===== src/rtl/seq_restoring_divider.sv =====
// -----------------------------------------------------------------------------
// seq_restoring_divider
//
// Sequential restoring divider. Divides a 2*WIDTH-bit unsigned dividend by a
// WIDTH-bit unsigned divisor, producing one quotient bit per clock. The result
// is a WIDTH-bit quotient and remainder. When the true quotient does not fit in
// WIDTH bits (which includes divisor == 0) the result is flagged with ovf and
// forced to quotient = all ones, remainder = 0.
//
// Operation:  IDLE --accept--> CALC (WIDTH steps) --> DONE --handoff--> IDLE
//   in_ready  is high only in IDLE, out_valid only in DONE.
//   Without the bypass, every operation (overflowing or not) spends WIDTH
//   steps in CALC, so out_valid rises WIDTH edges after the accept edge.
//
// Build option:
//   DIV_OVF_BYPASS_EN  when defined, an overflow detected at accept goes
//                      straight from IDLE to DONE on the accept edge, skipping
//                      CALC. Undefined by default.
//
// Parameters:
//   WIDTH      divisor / quotient / remainder width (>= 2); dividend is 2*WIDTH
//
// Ports:
//   clk        rising-edge clock
//   rst_n      asynchronous active-low reset; aborts any operation in flight
//   in_valid   operands valid
//   in_ready   divider can accept operands (IDLE)
//   dividend   unsigned dividend, 2*WIDTH bits
//   divisor    unsigned divisor, WIDTH bits
//   out_valid  result valid (DONE)
//   out_ready  consumer accepts result
//   quotient   unsigned quotient, WIDTH bits
//   remainder  unsigned remainder, WIDTH bits
//   ovf        quotient overflow (includes divide by zero)
// -----------------------------------------------------------------------------
`timescale 1ns/1ps
module seq_restoring_divider #(
    parameter int WIDTH = 4
) (
    input  logic               clk,
    input  logic               rst_n,
    input  logic               in_valid,
    output logic               in_ready,
    input  logic [2*WIDTH-1:0] dividend,
    input  logic [WIDTH-1:0]   divisor,
    output logic               out_valid,
    input  logic               out_ready,
    output logic [WIDTH-1:0]   quotient,
    output logic [WIDTH-1:0]   remainder,
    output logic               ovf
);

    localparam int CNT_W = (WIDTH > 2) ? $clog2(WIDTH) : 1;

    typedef enum logic [1:0] {
        IDLE = 2'd0,
        CALC = 2'd1,
        DONE = 2'd2
    } state_t;

    state_t state, state_nxt;

    logic [CNT_W-1:0] cnt;
    logic [WIDTH-1:0] rem_acc;   // partial remainder between steps (always < divisor)
    logic [WIDTH-1:0] dvd_lo;    // dividend bits still to be shifted in, MSB first
    logic [WIDTH-1:0] dvs;       // registered divisor
    logic [WIDTH-1:0] q_acc;     // quotient bits collected so far
    logic             ovf_acc;   // overflow decided at accept

    logic             accept;
    logic             handoff;
    logic             ovf_det;
    logic             last_step;
    logic [WIDTH:0]   shifted;
    logic             ge;
    logic [WIDTH-1:0] rem_step;
    logic [WIDTH-1:0] q_step;

    assign accept    = in_valid && in_ready;
    assign handoff   = out_valid && out_ready;
    // Quotient fits in WIDTH bits only if the upper dividend half is below the
    // divisor; a zero divisor therefore always overflows.
    assign ovf_det   = (dividend[2*WIDTH-1:WIDTH] >= divisor);
    assign last_step = (state == CALC) && (cnt == '0);

    // One restoring step: shift in the next dividend bit, subtract if possible.
    // When ge holds the true difference is below the divisor, so computing it
    // modulo 2^WIDTH loses nothing.
    assign shifted  = {rem_acc, dvd_lo[WIDTH-1]};
    assign ge       = (shifted >= {1'b0, dvs});
    assign rem_step = ge ? (shifted[WIDTH-1:0] - dvs) : shifted[WIDTH-1:0];
    assign q_step   = {q_acc[WIDTH-2:0], ge};

    // State register
    always_ff @(posedge clk or negedge rst_n) begin
        if (!rst_n) begin
            state <= IDLE;
        end else begin
            state <= state_nxt;
        end
    end

    // Next state and handshake outputs
    always_comb begin
        state_nxt = state;
        in_ready  = 1'b0;
        out_valid = 1'b0;
        case (state)
            IDLE: begin
                in_ready = 1'b1;
                if (in_valid) begin
`ifdef DIV_OVF_BYPASS_EN
                    state_nxt = ovf_det ? DONE : CALC;
`else
                    state_nxt = CALC;
`endif
                end
            end
            CALC: begin
                if (cnt == '0) begin
                    state_nxt = DONE;
                end
            end
            DONE: begin
                out_valid = 1'b1;
                if (out_ready) begin
                    state_nxt = IDLE;
                end
            end
            default: begin
                state_nxt = IDLE;
            end
        endcase
    end

    // Iteration counter
    always_ff @(posedge clk or negedge rst_n) begin
        if (!rst_n) begin
            cnt <= '0;
        end else if (accept) begin
            cnt <= CNT_W'(WIDTH - 1);
        end else if ((state == CALC) && (cnt != '0)) begin
            cnt <= cnt - 1'b1;
        end
    end

    // Datapath: loaded on accept, stepped in CALC. Not reset: every field is
    // written at accept before it is ever used.
    always_ff @(posedge clk) begin
        if (accept) begin
            rem_acc <= dividend[2*WIDTH-1:WIDTH];
            dvd_lo  <= dividend[WIDTH-1:0];
            dvs     <= divisor;
            q_acc   <= '0;
            ovf_acc <= ovf_det;
        end else if (state == CALC) begin
            rem_acc <= rem_step;
            dvd_lo  <= dvd_lo << 1;
            q_acc   <= q_step;
        end
    end

    // Result registers: written once per operation on entry to DONE and held
    // until the next result, so they stay stable under backpressure.
    always_ff @(posedge clk or negedge rst_n) begin
        if (!rst_n) begin
            quotient  <= '0;
            remainder <= '0;
            ovf       <= 1'b0;
        end else if (last_step) begin
            // Overflowed operations ran through CALC only for fixed latency;
            // their datapath contents are meaningless and are overridden.
            quotient  <= ovf_acc ? {WIDTH{1'b1}} : q_step;
            remainder <= ovf_acc ? '0 : rem_step;
            ovf       <= ovf_acc;
        end
`ifdef DIV_OVF_BYPASS_EN
        else if (accept && ovf_det) begin
            quotient  <= {WIDTH{1'b1}};
            remainder <= '0;
            ovf       <= 1'b1;
        end
`endif
    end

endmodule


===== config.mk =====
export PLATFORM = sky130hd
export DESIGN_NAME = seq_restoring_divider
export DESIGN_NICKNAME = d
export VERILOG_FILES = /design/src/rtl/seq_restoring_divider.sv
export SDC_FILE = /design/constraint.sdc
export NUM_CORES = 1
export LEC_CHECK = 0
export CAP_MARGIN = 20
export CORE_MARGIN = 8
export CORE_UTILIZATION = 45
export DETAILED_ROUTE_END_ITERATION = 8
export DONT_BUFFER_PORTS = 1
export GPL_TIMING_DRIVEN = 0
export PLACE_DENSITY = 0.62
export SYNTH_ARGS = -nofsm -noshare
export SYNTH_HDL_FRONTEND = slang
export SYNTH_SLANG_ARGS = --single-unit

===== constraint.sdc =====
create_clock -name clk -period 2.3 [get_ports clk]
set_input_delay 0.46 -clock clk [delete_from_list [all_inputs] [get_ports clk]]
set_output_delay 0.46 -clock clk [all_outputs]
set_load 0.005 [all_outputs]

==> results of run 1 <==
==> critical path, cell delays in order (launching register included) <==
cell,delay [ns]
edfxtp_1,0.37
inv_1,0.08
ha_1,0.24
nand2b_4,0.15
a211oi_4,0.28
o21ai_4,0.13
mux2i_1,0.16
mux2_2,0.28
==> path summary, 6_finish.rpt <==
kind,from,to
worst min register to register,q_acc[2],q_acc[2]
worst max-delay path,dvd_lo[3],rem_acc[0]
worst max register to register,dvd_lo[3],rem_acc[0]
worst min-delay path,divisor[0],dvs[0]
min in group asynchronous,rst_n,cnt[0]
max in group asynchronous,rst_n,quotient[0]
==> Yosys cell counts, drive strengths merged (3+ instances only) <==
| cell | n | area, um2 |
|---|---|---|
| dfxtp | 3 | 60.06 |
| a22o | 6 | 52.55 |
| a21oi | 4 | 20.02 |
| nand2b | 4 | 32.53 |
| o21ai | 10 | 65.07 |
| ha | 9 | 112.6 |
| edfxtp | 13 | 390.4 |
| nor2 | 9 | 33.78 |
| inv | 16 | 60.06 |
| mux2 | 4 | 48.79 |
| nand2 | 18 | 67.56 |
| mux2i | 3 | 30.03 |
| dfrtp | 13 | 325.3 |
==> repair_timing <==
action	CTS	global route
buffers inserted	0	0
endpoints found under the setup margin	0	0
hold buffers	1	0
endpoints found under the hold margin	13	0
==> layer usage <==
layer | global-route usage, % | vias to the layer above | wire (um)
met1 | 11.74 | 441 | 1102
li1 | - | 457 | -
met5 | 0 | - | 0
met4 | 6.667 | 0 | 59
met3 | 6.319 | 7 | 264
met2 | 16.60 | 26 | 1153
==> power by group through the flow <==
stage,Clock [mW],Sequential (mW),Combinational [mW]
floorplan,0,0.939,0.835
global placement,0,0.979,0.965
detailed placement,0,0.993,1.00
CTS,0.347,0.982,1.01
global route,0.365,1.01,1.12
finish,0.335,0.977,0.997
==> registers in the layout, indices dropped and copies added (netlist names) <==
register   flops
q_acc          3
dvd_lo         4
dvs            4
remainder      4
state          2
ovf_acc        1
rem_acc        4
quotient       4
ovf            1
cnt            2
==> cell families after synthesis <==
| group | Yosys count |
|---|---|
| AND/OR/NAND/NOR | 38 |
| adder cells (fa/ha/maj) | 10 |
| XOR/XNOR | 2 |
| flip-flops | 29 |
| buffers and inverters | 18 |
| multiplexers | 7 |
| AO/OA/AOI/OAI | 25 |
==> final cells by class <==
cell class                      count  area (um2)
Fill cell                         308        1473
Clock buffer                        6       51.30
Tap cell                           44       55.05
Clock inverter                      2       13.76
Sequential cell                    29       775.7
Inverter                           16       60.06
Multi-Input combinational cell     82       605.6
Buffer                              2       8.758
Timing Repair Buffer                1       10.01
==> impl_metrics.yaml, run 1 <==
status:
  outcome: "complete, no violations"
drt:
  wire_per_inst_um: 14.17
  firstDrtPassIters: 4
  final_antenna_net_count: 0
  drt_iter0_drc: 36
  vias: 931
  via_per_inst: 5.115
  drt-total-wl_um: 2579
  drc: 0
grt:
  grt_pass1_vias: 981
  antenna_found_initial: 0
  grt_remaining_overflow: 0
  grt_pass1_wl_um: 4429
  grt_use_total_pct: 11.05
  grt_start_max_net_pins: 14
placed_design:
  gp_congestion: 0.7280
  post-place-ws_ns: 0.3822
  dp_cells: 173
  dpl.hpwl_um: 2027
  io_buffers: 0
  dpl-instance-area_mm2: 0.001505
power_and_ir_drop:
  p_per_area_mw_per_mm2: 1461
  ir_drop_mv: 0.4966
  power_frac_seq_pct: 42.3
  p_int_mw: 1.438
  total_power_mw: 2.308
  power.leakage_nw: 0.7389
  p_clk_share_pct: 14.5
  combPwrFrac_pct: 43.2
  switching_share_pct: 37.72
  power_switching_uw: 870.7
sta:
  setup_viol: 0
  rsz0062_at_grt: "false"
  fin_skew_ns: 0.009611
  setup_tns_ns: 0
  fin_crit_sh_pct: 83.78
  slew-limit-headroom_pct: 62.63
  tightest_slew_ns: 0.5586
  finalHoldViolCount: 0
  setup_slack_ns: 0.3730
  worst_hold_slack_ns: 0.2159
  fin_crit_ns: 1.927
  fmax_mhz: 518.9
  drv_slew: 0
synthesis:
  synth.avg_cell_area_um2: 11.24
  ys_types: 33
  synth_mux_area_share_pct: 5.436
  synth_xor_area_share_pct: 1.208
  syn_area_mm2: 0.001450
  ys_ff_latch: 29
  seq_area_frac_synth_pct: 53.49
  syn_nets: 155
  async_reset_ff_share_pct: 44.83
  synth_edf_count: 13
  synth-warning-count: 0
  yosys.area_share.simple_pct: 12.42
  syn_inst: 129
  synth_compound_area_share_pct: 13.55
  synth_top_family_by_area: "compound AO/OA/AOI/OAI gates"
  synth_adder_area_share_pct: 9.146
  ys.flop_type: "edfxtp_1"
cts:
  clk_pin_slew_worst_paths_ns: 0.10
  clk_latency_ns: 0.33
  cts_buffers: 5
  cts_buffer_depth: 2
  cts_tree: "done"
  clock_tree.root_cell: "clkbuf_4"
  cts.htree.levels: 2
  ctsResizeCount: 0
  cts_sinks: 29
setup_path:
  endpoint_kind: "flop"
  rr_worst_depth: 7
  start_kind: "flop"
  rrSetupSlack_ns: 0.37
  worst_ep_required_time_ns: 2.39
  cp_max_fo: 6
  cp.arrival_ns: 2.02
  critPathKind: "flop to flop"
floorplan:
  rows: 20
  start_util_pct: 47.50
  io_pins: 27
  core_mm2: 0.003053
  dieWidth_um: 72.77
  design.die.area_mm2: 0.005295
  die_h_um: 72.77
flow_run:
  drv_cap: 0
final_layout:
  antenna_cells: 0
  fin_nets: 163
  final_cell_mix: "nand2_1, inv_1, dfrtp_1, edfxtp_1"
  final_common_cell: "nand2_1"
  fin_cells: 182
  final_layout_size_suffix_gt1_share_pct: 13.04
  final_core_util_pct: 51.76
  fin_area_mm2: 0.001580
  syn_to_final_growth_pct: 8.974
hold_path:
  holdPathStages: 0
  hold_path.class: "input pin to flop"
Power figures use the tool's default switching activity.
==> run 2: changes to the inputs <==
--- a/config.mk
+++ b/config.mk
@@ -11,7 +11,7 @@
 export DETAILED_ROUTE_END_ITERATION = 8
 export DONT_BUFFER_PORTS = 1
 export GPL_TIMING_DRIVEN = 0
-export PLACE_DENSITY = 0.62
+export PLACE_DENSITY = 0.64
 export SYNTH_ARGS = -nofsm -noshare
 export SYNTH_HDL_FRONTEND = slang
 export SYNTH_SLANG_ARGS = --single-unit
==> constraint.sdc (replaced) <==
create_clock -name clk -period 1.75 [get_ports clk]
set_input_delay 0.35 -clock clk [delete_from_list [all_inputs] [get_ports clk]]
set_output_delay 0.35 -clock clk [all_outputs]
set_load 0.005 [all_outputs]
==> impl_metrics.yaml, run 2 (same netlist as run 1, synthesis figures left out) <==
cts:
  cts_buffers: 5
  cts_buffer_depth: 2
  clk_latency_ns: 0.32
  cts_tree: "done"
  clk_pin_slew_worst_paths_ns: 0.09
  cts.htree.levels: 2
  cts_sinks: 29
  clock_tree.root_cell: "clkbuf_4"
final_layout:
  fillers: 264
  antenna_cells: 0
  final_layout_size_suffix_gt1_share_pct: 27.10
  fin_nets: 180
  syn_to_final_growth_pct: 25.02
  final_common_cell: "nand2_1"
  final_cell_mix: "nand2_1, inv_1, buf_4"
drt:
  drc: 0
  final_antenna_net_count: 0
  firstDrtPassIters: 4
  drt-total-wl_um: 2800
  via_per_inst: 4.945
  wire_per_inst_um: 14.07
  drt_iter0_drc: 40
  vias: 984
sta:
  setup_tns_ns: -0.9444
  fin_crit_sh_pct: 109.7
  setup_viol: 7
  fin_skew_ns: 0.008134
  fin_crit_ns: 1.920
  setup_slack_ns: -0.1698
  fmax_mhz: 520.9
  rsz0062_at_grt: "true"
  drv_slew: 0
  slew-limit-headroom_pct: 63.17
  finalHoldViolCount: 0
  tightest_slew_ns: 0.5506
power_and_ir_drop:
  power.leakage_nw: 0.8236
  ir_drop_mv: 0.8071
  p_per_area_mw_per_mm2: 2115
  power_frac_seq_pct: 33.9
  switching_share_pct: 34.58
  p_int_mw: 2.509
  total_power_mw: 3.835
  p_clk_share_pct: 13.2
  power_switching_mw: 1.326
  combPwrFrac_pct: 52.8
floorplan:
  die_h_um: 72.77
  start_util_pct: 47.50
  design.die.area_mm2: 0.005295
  core_mm2: 0.003053
  rows: 20
  io_pins: 27
  dieWidth_um: 72.77
placed_design:
  post-place-ws_ns: -0.1657
  io_buffers: 0
  gp_congestion: 0.7469
  dpl.hpwl_um: 2050
setup_path:
  crit_chain: "inv_2 > buf_4 > buf_4 > buf_4 > buf_4 > buf_4 > buf_4 > buf_4 > buf_4 > buf_4 > mux2i_4 > mux2_2"
  regToRegStartpoint: "dvd_lo[3]"
  cp_max_fo: 2
  rrSetupSlack_ns: -0.17
  critPathKind: "flop to flop"
  cp.arrival_ns: 2.12
  slowest_delay_ns: 0.35
  crit_family: "buffers and inverters"
  rr_endpoint: "rem_acc[0]"
  rr_worst_depth: 12
  path_common_cell: "buf_4"
  worst_ep_required_time_ns: 1.95
  crit_buf_inv: 10
  start_kind: "flop"
  crit_start: "dvd_lo[3]"
  crit_cells: 12
  cp_slowest_cell: "edfxtp_1"
  endpoint_kind: "flop"
  crit_end: "rem_acc[0]"
grt:
  grt_pass1_vias: 1038
  grt_start_max_net_pins: 14
  antenna_found_initial: 0
  grt_remaining_overflow: 0
  grt_use_total_pct: 11.45
  grt_pass1_wl_um: 4636
hold_path:
  hold_path.class: "input pin to flop"
status:
  violations: "negative setup slack"
  outcome: "finished with violations"
flow_run:
  drv_cap: 0
run 2: cell count changes in the layout (fill, tap and decap cells not counted), sizes merged:
| cell | delta |
|---|---|
| clkinv | -2 |
| clkbuf | +2 |
| buf | +17 |
run 2: routing by layer:
| layer | GRT usage, % | vias to the layer above | part of all wire [%] |
|---|---|---|---|
| met1 | 11.74 | 460 | 40 |
| met4 | 4.667 | 0 | 0.64 |
| met2 | 19.18 | 25 | 49 |
| met5 | 0 | - | 0 |
| li1 | - | 495 | - |
| met3 | 5.907 | 4 | 9.9 |
run 2: how the worst min path moves through the flow:
| stage | startpoint | depth (start not counted) | slack (ns) | to |
|---|---|---|---|---|
| after floorplan | rst_n | 0 | 0.05 | cnt[0] |
| after global placement | rst_n | 0 | 0.05 | state[1] |
| after detailed placement | rst_n | 0 | 0.05 | state[1] |
| after CTS | divisor[2] | 0 | 0.11 | dvs[2] |
| after global routing | divisor[2] | 0 | 0.09 | dvs[2] |
| final | divisor[2] | 0 | 0.12 | dvs[2] |
run 2: cell type report:
cell class | count | area (um2) | area share [%]
multi-input cells | 82 | 684.4 | 37.75
plain buffers | 2 | 8.758 | 0.4831
flip-flops and latches | 29 | 775.7 | 42.79
inverters | 16 | 60.06 | 3.313
repair buffers | 18 | 148.9 | 8.213
clock buffers | 8 | 80.08 | 4.417
well taps | 44 | 55.05 | 3.037
run 2: power groups by stage:
stage          Sequential [mW]  Clock (mW)  Combinational, mW
6_report                  1.30       0.507               2.03
5_1_grt                   1.35       0.556               2.22
4_1_cts                   1.29       0.520               1.67
3_5_place_dp              1.30           0               1.34
3_3_place_gp              1.30           0               1.28
2_1_floorplan             1.24           0               1.12
run 2: stage by stage:
step	hold slack (ns)	cells	cell area, um2	util, %
floorplan	0.05441	129	1463	-
global placement	0.05482	173	1518	49.71
detailed placement	0.05483	173	1518	49.71
CTS	0.1058	195	1729	56.64
global route	0.08557	199	1813	59.39
finish	0.1188	199	1813	59.39
run 2: repair_timing:
item | 4_1_cts | 5_1_grt
endpoints found under the setup margin | 5 | 10
pin swaps | 5 | 2
buffers inserted | 13 | 4
hold endpoints to repair | 13 | 0
resized for setup | 6 | 8
hold buffers | 1 | 0
run 2: worst register-to-register path: cells and delay by family, from the launching register on:
family / cells / cell delay (ns)
buffers and inverters: 10 / 1.14
DFF: 1 / 0.35
muxes: 2 / 0.33
